<file path="config.mk">
export PLATFORM = sky130hd
export DESIGN_NAME = spc_write_arbiter_flat
export DESIGN_NICKNAME = d
export VERILOG_FILES = /design/src/rtl/spc_write_arbiter_if.sv /design/src/rtl/spc_write_arbiter.sv /design/src/flat_wrapper.sv
export SDC_FILE = /design/constraint.sdc
export NUM_CORES = 1
export LEC_CHECK = 0
export CELL_PAD_IN_SITES_DETAIL_PLACEMENT = 0
export CELL_PAD_IN_SITES_GLOBAL_PLACEMENT = 1
export CORE_ASPECT_RATIO = 0.9
export CORE_MARGIN = 2
export CORE_UTILIZATION = 30
export DETAILED_ROUTE_END_ITERATION = 10
export GPL_TIMING_DRIVEN = 0
export PLACE_DENSITY = 0.88
export SETUP_SLACK_MARGIN = 0.3
export SKIP_LAST_GASP = 1
export SLEW_MARGIN = 20
export SYNTH_ARGS = -nofsm -noshare
export SYNTH_HDL_FRONTEND = slang
export SYNTH_SLANG_ARGS = --single-unit
</file>
<file path="constraint.sdc">
create_clock -name clk -period 5.4 [get_ports clk]
set_input_delay 1.08 -clock clk [delete_from_list [all_inputs] [get_ports clk]]
set_output_delay 1.08 -clock clk [all_outputs]
set_load 0.005 [all_outputs]
</file>
<file path="src/rtl/spc_write_arbiter_if.sv">
// Handshake and write-port bundle for spc_write_arbiter.
// zr_violation exists only when SPC_ARB_ZR_PROTECT_EN is defined.
interface spc_write_arbiter_if #(
   parameter int NREQ = 3
);
   logic [NREQ-1:0]    req_valid;
   logic [NREQ-1:0]    req_lock;
   logic [3*NREQ-1:0]  req_addr;
   logic [32*NREQ-1:0] req_data;
   logic [NREQ-1:0]    req_ready;
   logic               wr_usr_enable;
   logic [2:0]         write_usr_addr;
   logic [31:0]        usr_data;
   logic               lock_active;
   logic [2:0]         lock_owner;
   logic               lock_timeout;
`ifdef SPC_ARB_ZR_PROTECT_EN
   logic               zr_violation;
`endif

   modport master (
      output req_valid,
      output req_lock,
      output req_addr,
      output req_data,
      input  req_ready,
      input  wr_usr_enable,
      input  write_usr_addr,
      input  usr_data,
      input  lock_active,
      input  lock_owner,
`ifdef SPC_ARB_ZR_PROTECT_EN
      input  zr_violation,
`endif
      input  lock_timeout
   );

   modport slave (
      input  req_valid,
      input  req_lock,
      input  req_addr,
      input  req_data,
      output req_ready,
      output wr_usr_enable,
      output write_usr_addr,
      output usr_data,
      output lock_active,
      output lock_owner,
`ifdef SPC_ARB_ZR_PROTECT_EN
      output zr_violation,
`endif
      output lock_timeout
   );
endinterface

</file>
<file path="src/rtl/spc_write_arbiter.sv">
// Round-robin arbiter with lock/timeout for the special-register write port.
// Optional ZR write suppression: define SPC_ARB_ZR_PROTECT_EN.
module spc_write_arbiter #(
   parameter int NREQ     = 3,
   parameter int LOCK_MAX = 15
) (
   input  logic clk,
   input  logic reset,
   spc_write_arbiter_if.slave bus
);

   typedef enum logic {
      S_IDLE,
      S_LOCKED
   } state_t;

   localparam logic [7:0] CNT_LIM = 8'(LOCK_MAX - 1);

   state_t      r_state;
   logic [2:0]  r_rr_ptr;
   logic [2:0]  r_owner;
   logic [7:0]  r_cnt;
   logic        r_wen;
   logic [2:0]  r_addr;
   logic [31:0] r_data;
   logic        r_timeout;
`ifdef SPC_ARB_ZR_PROTECT_EN
   logic        r_zr;
`endif

   logic [NREQ-1:0] w_grant;
   logic            w_xfer;
   int              w_idx;
   logic [2:0]      w_addr;
   logic [31:0]     w_data;
   logic            w_lock;
   logic [2:0]      w_next_ptr;
   logic [2:0]      w_owner_next;

   function automatic int f_wrap(input int v);
      return (v >= NREQ) ? v - NREQ : v;
   endfunction

   // rr_ptr never exceeds NREQ-1, so one subtraction covers any NREQ.
   always_comb begin
      w_grant = '0;
      w_idx   = 0;
      w_xfer  = 1'b0;
      for (int k = 0; k < NREQ; k++) begin
         if (r_state == S_LOCKED) begin
            if (!w_xfer && k == int'(r_owner) && bus.req_valid[k]) begin
               w_grant[k] = 1'b1;
               w_idx      = k;
               w_xfer     = 1'b1;
            end
         end else if (!w_xfer &&
                      bus.req_valid[f_wrap(int'(r_rr_ptr) + k)]) begin
            w_idx          = f_wrap(int'(r_rr_ptr) + k);
            w_grant[w_idx] = 1'b1;
            w_xfer         = 1'b1;
         end
      end
   end

   assign w_addr       = bus.req_addr[3*w_idx +: 3];
   assign w_data       = bus.req_data[32*w_idx +: 32];
   assign w_lock       = bus.req_lock[w_idx];
   assign w_next_ptr   = (w_idx == NREQ - 1) ? 3'd0 : 3'(w_idx + 1);
   assign w_owner_next = (int'(r_owner) == NREQ - 1) ? 3'd0
                                                     : r_owner + 3'd1;

   always_ff @(posedge clk or negedge reset) begin
      if (!reset) begin
         r_state   <= S_IDLE;
         r_rr_ptr  <= '0;
         r_owner   <= '0;
         r_cnt     <= '0;
         r_wen     <= 1'b0;
         r_addr    <= '0;
         r_data    <= '0;
         r_timeout <= 1'b0;
`ifdef SPC_ARB_ZR_PROTECT_EN
         r_zr      <= 1'b0;
`endif
      end else begin
         r_wen     <= 1'b0;
         r_timeout <= 1'b0;
         if (w_xfer) begin
`ifdef SPC_ARB_ZR_PROTECT_EN
            if (w_addr == 3'd0) begin
               r_zr <= 1'b1;
            end else begin
               r_wen  <= 1'b1;
               r_addr <= w_addr;
               r_data <= w_data;
            end
`else
            r_wen  <= 1'b1;
            r_addr <= w_addr;
            r_data <= w_data;
`endif
         end
         unique case (r_state)
            S_IDLE: begin
               if (w_xfer) begin
                  r_rr_ptr <= w_next_ptr;
                  if (w_lock) begin
                     r_state <= S_LOCKED;
                     r_owner <= 3'(w_idx);
                     r_cnt   <= '0;
                  end
               end
            end
            S_LOCKED: begin
               // An owner write wins over an expiring counter.
               if (w_xfer) begin
                  r_cnt <= '0;
                  if (!w_lock) begin
                     r_state  <= S_IDLE;
                     r_rr_ptr <= w_next_ptr;
                  end
               end else if (r_cnt == CNT_LIM) begin
                  r_state   <= S_IDLE;
                  r_cnt     <= '0;
                  r_timeout <= 1'b1;
                  r_rr_ptr  <= w_owner_next;
               end else begin
                  r_cnt <= r_cnt + 8'd1;
               end
            end
         endcase
      end
   end

   assign bus.req_ready      = w_grant;
   assign bus.wr_usr_enable  = r_wen;
   assign bus.write_usr_addr = r_addr;
   assign bus.usr_data       = r_data;
   assign bus.lock_active    = (r_state == S_LOCKED);
   assign bus.lock_owner     = r_owner;
   assign bus.lock_timeout   = r_timeout;
`ifdef SPC_ARB_ZR_PROTECT_EN
   assign bus.zr_violation   = r_zr;
`endif

endmodule

</file>
<file path="src/flat_wrapper.sv">
// flat-port wrapper written by rule: the top's interface ports become plain ports
module spc_write_arbiter_flat 
#(
   parameter int NREQ     = 3,
   parameter int LOCK_MAX = 15
)
  (clk, reset, bus_req_valid, bus_req_lock, bus_req_addr, bus_req_data, bus_req_ready, bus_wr_usr_enable, bus_write_usr_addr, bus_usr_data, bus_lock_active, bus_lock_owner, bus_lock_timeout);
  spc_write_arbiter_if #(.NREQ(NREQ)) bus_i ();
  input  logic clk;
  input  logic reset;
  input wire logic [$bits(bus_i.req_valid)-1:0] bus_req_valid;
  input wire logic [$bits(bus_i.req_lock)-1:0] bus_req_lock;
  input wire logic [$bits(bus_i.req_addr)-1:0] bus_req_addr;
  input wire logic [$bits(bus_i.req_data)-1:0] bus_req_data;
  output wire logic [$bits(bus_i.req_ready)-1:0] bus_req_ready;
  output wire logic [$bits(bus_i.wr_usr_enable)-1:0] bus_wr_usr_enable;
  output wire logic [$bits(bus_i.write_usr_addr)-1:0] bus_write_usr_addr;
  output wire logic [$bits(bus_i.usr_data)-1:0] bus_usr_data;
  output wire logic [$bits(bus_i.lock_active)-1:0] bus_lock_active;
  output wire logic [$bits(bus_i.lock_owner)-1:0] bus_lock_owner;
  output wire logic [$bits(bus_i.lock_timeout)-1:0] bus_lock_timeout;
  assign bus_i.req_valid = bus_req_valid;
  assign bus_i.req_lock = bus_req_lock;
  assign bus_i.req_addr = bus_req_addr;
  assign bus_i.req_data = bus_req_data;
  assign bus_req_ready = bus_i.req_ready;
  assign bus_wr_usr_enable = bus_i.wr_usr_enable;
  assign bus_write_usr_addr = bus_i.write_usr_addr;
  assign bus_usr_data = bus_i.usr_data;
  assign bus_lock_active = bus_i.lock_active;
  assign bus_lock_owner = bus_i.lock_owner;
  assign bus_lock_timeout = bus_i.lock_timeout;
  spc_write_arbiter #(.NREQ(NREQ), .LOCK_MAX(LOCK_MAX)) u_core (.clk(clk), .reset(reset), .bus(bus_i));
endmodule
</file>
# --- Word level (Yosys, flattened, before mapping) ---
# Index checks and enable logic that the tools add are counted.
word_totals:
  input_bits: 113
  output_inout_bits: 44
  ff_bits: 52
  elab_cells: 128
op_classes:
  n_reduce_logical: 16
  add_sub_neg: 8
  order_cmp: 10
  n_eq_ne: 9
  n_mux: 71
  mul: 1
  bitwise: 3
  shift: 2
op_table:
  columns: ["operator", "count"]
  rows:
  - ["two-way mux 32 bit", 11]
  - ["less-than comparator 32 x 4 -> 1 bit, second input constant", 4]
  - [">= comparator 32 x 1 -> 1 bit, second input constant", 3]
  - ["indexed part select 96 x 32 -> 32 bit", 1]
  - [">= comparator 32 x 3 -> 1 bit, second input constant", 2]
  - ["subtractor 32 x 3 -> 32 bit, second input constant", 2]
  - ["two-way mux 1 bit", 35]
  - ["equality test 32 x 3 -> 1 bit, second input constant", 1]
  - ["multiplier 3 x 32 -> 32 bit, first input constant", 1]
  - ["two-way mux 8 bit", 4]
  - ["indexed part select 9 x 32 -> 3 bit", 1]
  - ["two-way mux 3 bit", 9]
  - ["one-hot mux 8 bit (2 select lines)", 1]
  - ["logical AND 1 bit", 10]
  - ["adder 8 x 1 -> 8 bit, second input constant", 1]
  - ["binary-select mux 1 bit (select 2 bit)", 4]
  - ["equality test 8 x 4 -> 1 bit, second input constant", 1]
  - ["demux 1 bit (select 2 bit)", 3]
  - ["inequality test 3 bit, second input constant", 2]
  - ["bitwise OR 3 bit", 2]
  - ["one-hot mux 3 bit (2 select lines)", 1]
  - ["AND reduction 3 bit", 2]
  - ["adder 3 x 1 -> 4 bit, second input constant", 1]
  - ["adder 3 x 2 -> 4 bit, second input constant", 1]
  - ["14 further kinds", 17]

# --- Logic depth before layout (Yosys ltp) ---
logic_depth:
  depth_word: 23
  mapped_depth: 25
  depth_no_buf: 21

# --- Worst setup path after synthesis ---
# Ideal clock, no wire load.
synth_timing:
  kind: "register to register"
  start: "reg u_core.r_rr_ptr[0]"
  end: "reg u_core.r_addr[0], in the netlist u_core.bus.write_usr_addr[0]"
  required_time_ns: 5.331
  slack_ns: 0.237
  stages_incl_launch_ff: 26
  period_less_slack_ns: 5.163
  arrival_ns: 5.093
  setup_ns: 0.069
  n_path_buf: 5
  path_cell_list: "dfrtp_1 > buf_4 > clkbuf_1 > inv_1 > ha_1 > buf_2 > nand2b_1 > o22ai_2 > a222oi_1 > or2_1 > a31oi_1 > o31a_1 > inv_2 > buf_2 > buf_2 > ha_1 > ha_1 > a21o_1 > a21oi_1 > xnor2_1 > nor2b_1 > nand4_1 > o21ai_0 > a22o_1 > nand4_1 > nand3_1"
synth_rtl:
  columns: ["element", "line", "source"]
  rows:
  - ["start: declaration", "spc_write_arbiter.sv:20", "logic [2:0] r_rr_ptr;"]
  - ["start signal: assignment", "spc_write_arbiter.sv:106", "r_rr_ptr <= w_next_ptr;"]
  - ["start signal: assignment", "spc_write_arbiter.sv:120", "r_rr_ptr <= w_next_ptr;"]
  - ["start signal: assignment", "spc_write_arbiter.sv:126", "r_rr_ptr <= w_owner_next;"]
  - ["end signal: assignment", "spc_write_arbiter.sv:99", "r_addr <= w_addr;"]
  - ["end: declaration", "spc_write_arbiter.sv:24", "logic [2:0] r_addr;"]

# --- Final worst setup path ---
layout_timing:
  start: "in bus_req_valid[0]"
  end: "out bus_req_ready[1]"
layout_between:
  elab_chain_cells: 14
  elab_cells_between_ends: 31
  classes_between: "22 x mux; 2 x bitwise; 7 x reduce/logical"
layout_rtl:
  columns: ["element", "line", "source"]
  rows:
  - ["start: declaration", "flat_wrapper.sv:11", "input wire logic [$bits(bus_i.req_valid)-1:0] bus_req_valid;"]
  - ["binary-select mux 1 bit (select 2 bit)", "spc_write_arbiter.sv:57", "bus.req_valid[f_wrap(int'(r_rr_ptr) + k)]) begin"]
  - ["two-way mux 1 bit (implied by the code) (2 in a row)", "spc_write_arbiter.sv:57", null]
  - ["two-way mux 1 bit", "spc_write_arbiter.sv:56", "end else if (!w_xfer &&"]
  - ["two-way mux 1 bit", "spc_write_arbiter.sv:50", "if (r_state == S_LOCKED) begin"]
  - ["logical NOT 1 bit", "spc_write_arbiter.sv:51, spc_write_arbiter.sv:56", null]
  - ["logical AND 1 bit (2 in a row)", "spc_write_arbiter.sv:51", "if (!w_xfer && k == int'(r_owner) && bus.req_valid[k]) begin"]
  - ["two-way mux 1 bit", "spc_write_arbiter.sv:51", null]
  - ["two-way mux 1 bit", "spc_write_arbiter.sv:50", null]
  - ["logical NOT 1 bit", "spc_write_arbiter.sv:56", null]
  - ["logical AND 1 bit", "spc_write_arbiter.sv:56", null]
  - ["two-way mux 3 bit", "spc_write_arbiter.sv:56", null]
  - ["two-way mux 2 bit *", "spc_write_arbiter.sv:50", null]
  - ["end: declaration", "flat_wrapper.sv:15", "output wire logic [$bits(bus_i.req_ready)-1:0] bus_req_ready;"]
# Mark *: on every way between the ends. The rest lies on a longest branch, timed or not. The select of a mux whose other input is x is not followed.

==> results.py <==
metrics = {
    "cts": {
        "htreeDepth": 2,
        "cts.path.max_buffers": 2,
        "cts_hold_buf": 0,
        "numCtsBuffers": 5,
        "cts.clk_slew.worst_paths_ps": 70,
        "cts_tree": "built",
        "numClockSinks": 52,
        "insertion_delay_ps": 290,
        "cts_root_buf": "clkbuf_16",
    },
    "setup_path": {
        "critPathMaxStageDelay_ps": 540,
        "crit_chain": "clkdlybuf4s50_1 -> mux2_1 -> a222oi_1 -> buf_4 -> buf_4 -> or2_4 -> nand3_2 -> nor3_4 -> nand3_1 -> o21ai_0 -> clkdlybuf4s50_1",
        "cp.required_ps": 4320,
        "path_class": "input pin to output pin",
        "cp_slowest_cell": "clkdlybuf4s50_1",
        "crit_arrival_ps": 3870,
        "path_max_fanout": 4,
        "critPathCaptureType": "output pin",
        "crit_family": "buffers and inverters",
        "crit_buf_inv": 4,
        "startpoint_type": "input pin",
    },
    "cells_and_area": {
        "final_cells": 872,
        "layout.nets": 814,
        "area_growth_pct": 58.65,
        "layout-drive-gt1-share": 0.1649,
        "n_antenna_cell": 0,
    },
    "detailed_routing": {
        "drcViolationCount": 0,
        "totalWireLength_mm": 14.16,
        "via_per_inst": 5.174,
        "drtIter0Drc": 313,
        "ant_nets": 0,
        "routedWlPerCell_microns": 16.23,
        "vias": 4512,
        "dr.pass1.iters": 5,
    },
    "floorplan": {
        "rows": 41,
        "pin_count": 157,
        "fp.dieW_microns": 129.3,
        "die_h_microns": 116.8,
        "initial_utilization": 0.3049,
        "core_area_sq_um": 13900,
        "die_area_sq_um": 15100,
    },
    "flow_run": {
        "maxCapViolCount": 0,
    },
    "grt": {
        "grt_start_max_net_pins": 53,
        "overflow": 0,
        "antenna_found_initial": 0,
        "grt_pass1_vias": 4521,
        "grt_pass1_wl_mm": 22.05,
        "grt_use_total": 0.1805,
    },
    "place": {
        "portBuffers": 156,
        "hpwlAfterDp_mm": 10.87,
        "dpl.cell_count": 832,
        "gp_congestion": 0.8646,
    },
    "timing": {
        "relSlewSlack": 0.5471,
        "period_needed_ps": 4949,
        "timing.fmax_mhz": 202.1,
        "finClkSkew_ps": 6.586,
        "grt_setup_unrepaired": "yes",
        "finalMaxSlewViolations": 0,
        "finalHoldViolations": 0,
        "max_slew.worst_pin.slew_ps": 679.4,
        "fin_crit_sh": 0.9165,
        "final-setup-viol-count": 0,
    },
    "logic_synthesis": {
        "netlist.area_leader.share": 0.3070,
        "syn_inst": 483,
        "synth_edf_count": 0,
        "ys_warn_count": 0,
        "yosysMostFrequentCell": "nand2_1",
        "yosysTopAreaCell": "dfrtp_1",
        "avgSynthCellArea_sq_um": 8.777,
        "synthDistinctLibCells": 64,
        "synthFlopType": "dfrtp_1",
        "yosysSeqAreaShare": 0.3070,
        "synth_nets": 619,
        "async_reset_ff_frac": 1.000,
        "ys_ff_latch": 52,
        "syn_area_sq_um": 4239,
        "yosys-top-cells-count": "nand2_1, dfrtp_1, mux2i_1, o21ai_1, a22o_1",
        "synth_area_leaders": "dfrtp_1, mux2i_1, a22o_1, ha_1, o21ai_1",
    },
    "outcome": {
        "status": "completed",
    },
    "min_path": {
        "hold_path.class": "flip-flop to flip-flop",
    },
}
-- routing by layer --
metal / routed length (microns) / share of wire / global-route usage
met4: 116 / 0.0082 / 0.03623
met2: 6875 / 0.49 / 0.3025
met5: 0 / 0 / 0
met1: 6036 / 0.43 / 0.2329
met3: 1128 / 0.080 / 0.05409
-- through the flow --
stage | utilization | worst slack (ps) | instance area, sq um | setup TNS (ps) | hold WS, ps
6_report | 0.4838 | 450.9 | 6725 | 0 | 507.0
5_1_grt | 0.4838 | 167.8 | 6725 | 0 | 525.9
4_1_cts | 0.4588 | 270.0 | 6379 | 0 | 510.5
3_5_place_dp | 0.4345 | -744.5 | 6041 | -1711 | 490.8
3_3_place_gp | 0.4347 | -742.8 | 6043 | -1708 | 486.7
2_1_floorplan | - | 378.6 | 4240 | 0 | 497.9
-- worst paths after layout --
kind                       cells past startpoint  slack [ps]                    from                            to
max in group asynchronous                      1        4100                   reset            u_core.r_rr_ptr[1]
min in group asynchronous                      1         830                   reset      u_core.bus.lock_owner[0]
setup / recovery                              11         450        bus_req_valid[0]              bus_req_ready[1]
hold reg to reg                                1         510  u_core.bus.usr_data[5]        u_core.bus.usr_data[5]
setup reg to reg                              26         460      u_core.r_rr_ptr[0]  u_core.bus.write_usr_addr[0]
hold / removal                                 1         510  u_core.bus.usr_data[5]        u_core.bus.usr_data[5]
-- registers in the layout (all words and copies together), names as in the netlist --
| register | flops |
|---|---|
| u_core.r_cnt | 8 |
| u_core.bus.lock_owner | 3 |
| u_core.bus.usr_data | 32 |
| u_core.bus.lock_active | 1 |
| u_core.bus.write_usr_addr | 3 |
| u_core.bus.wr_usr_enable | 1 |
| u_core.r_rr_ptr | 3 |
| u_core.bus.lock_timeout | 1 |
-- cell usage in the layout, fill, tap and decap left out, types with 5 or more instances in the layout --
master           instances
nor2_1                  18
mux2i_1                 41
nor3_1                   6
buf_6                    5
inv_1                   22
buf_2                    5
a21oi_1                  9
nand2_1                 53
nand3_1                 21
o22ai_1                  5
nand2b_1                10
o211ai_1                 6
o21ai_0                 11
clkbuf_16                5
dfrtp_1                 51
a22o_1                  33
nand4_1                  5
ha_1                    14
o21ai_1                 41
ha_4                     5
clkbuf_1                 9
or3_1                    5
buf_4                   34
clkdlybuf4s50_1        153
-- timing repair --
item	4_1_cts	5_1_grt
endpoints found under the setup margin	6	6
setup buffers	14	18
pin swaps	11	18
gates resized for setup	19	45
-- final cells by class --
class | instances | area [sq um]
multi-input cells | 378 | 2932
plain buffers | 27 | 193.9
inverters | 26 | 101.3
clock inverters | 2 | 15.01
well taps | 193 | 241.5
fillers | 1315 | 7177
clock buffers | 6 | 138.9
flip-flops and latches | 52 | 1303
repair buffers | 188 | 1800
-- worst register-to-register path: cells and delay by family, from the launching register on --
family                   cells  cell delay, ps
AO/OA/AOI/OAI                8            1400
AND/OR/NAND/NOR              6            1260
adder cells (fa/ha/maj)      4             830
buffers and inverters        7             820
flip-flops                   1             420
XOR/XNOR                     1             140
-- cells by family after synthesis --
logic type	synth area share
AOI/OAI and AO/OA	0.2409
buffers and inverters	0.05579
DFF	0.3070
and+or+nand+nor	0.1786
muxes	0.1337
xor gates and xnor gates	0.01446
adders and majority gates	0.06966
Power is not shown: default switching activity piles up to over one toggle a cycle in this logic, so the estimate is an artifact.
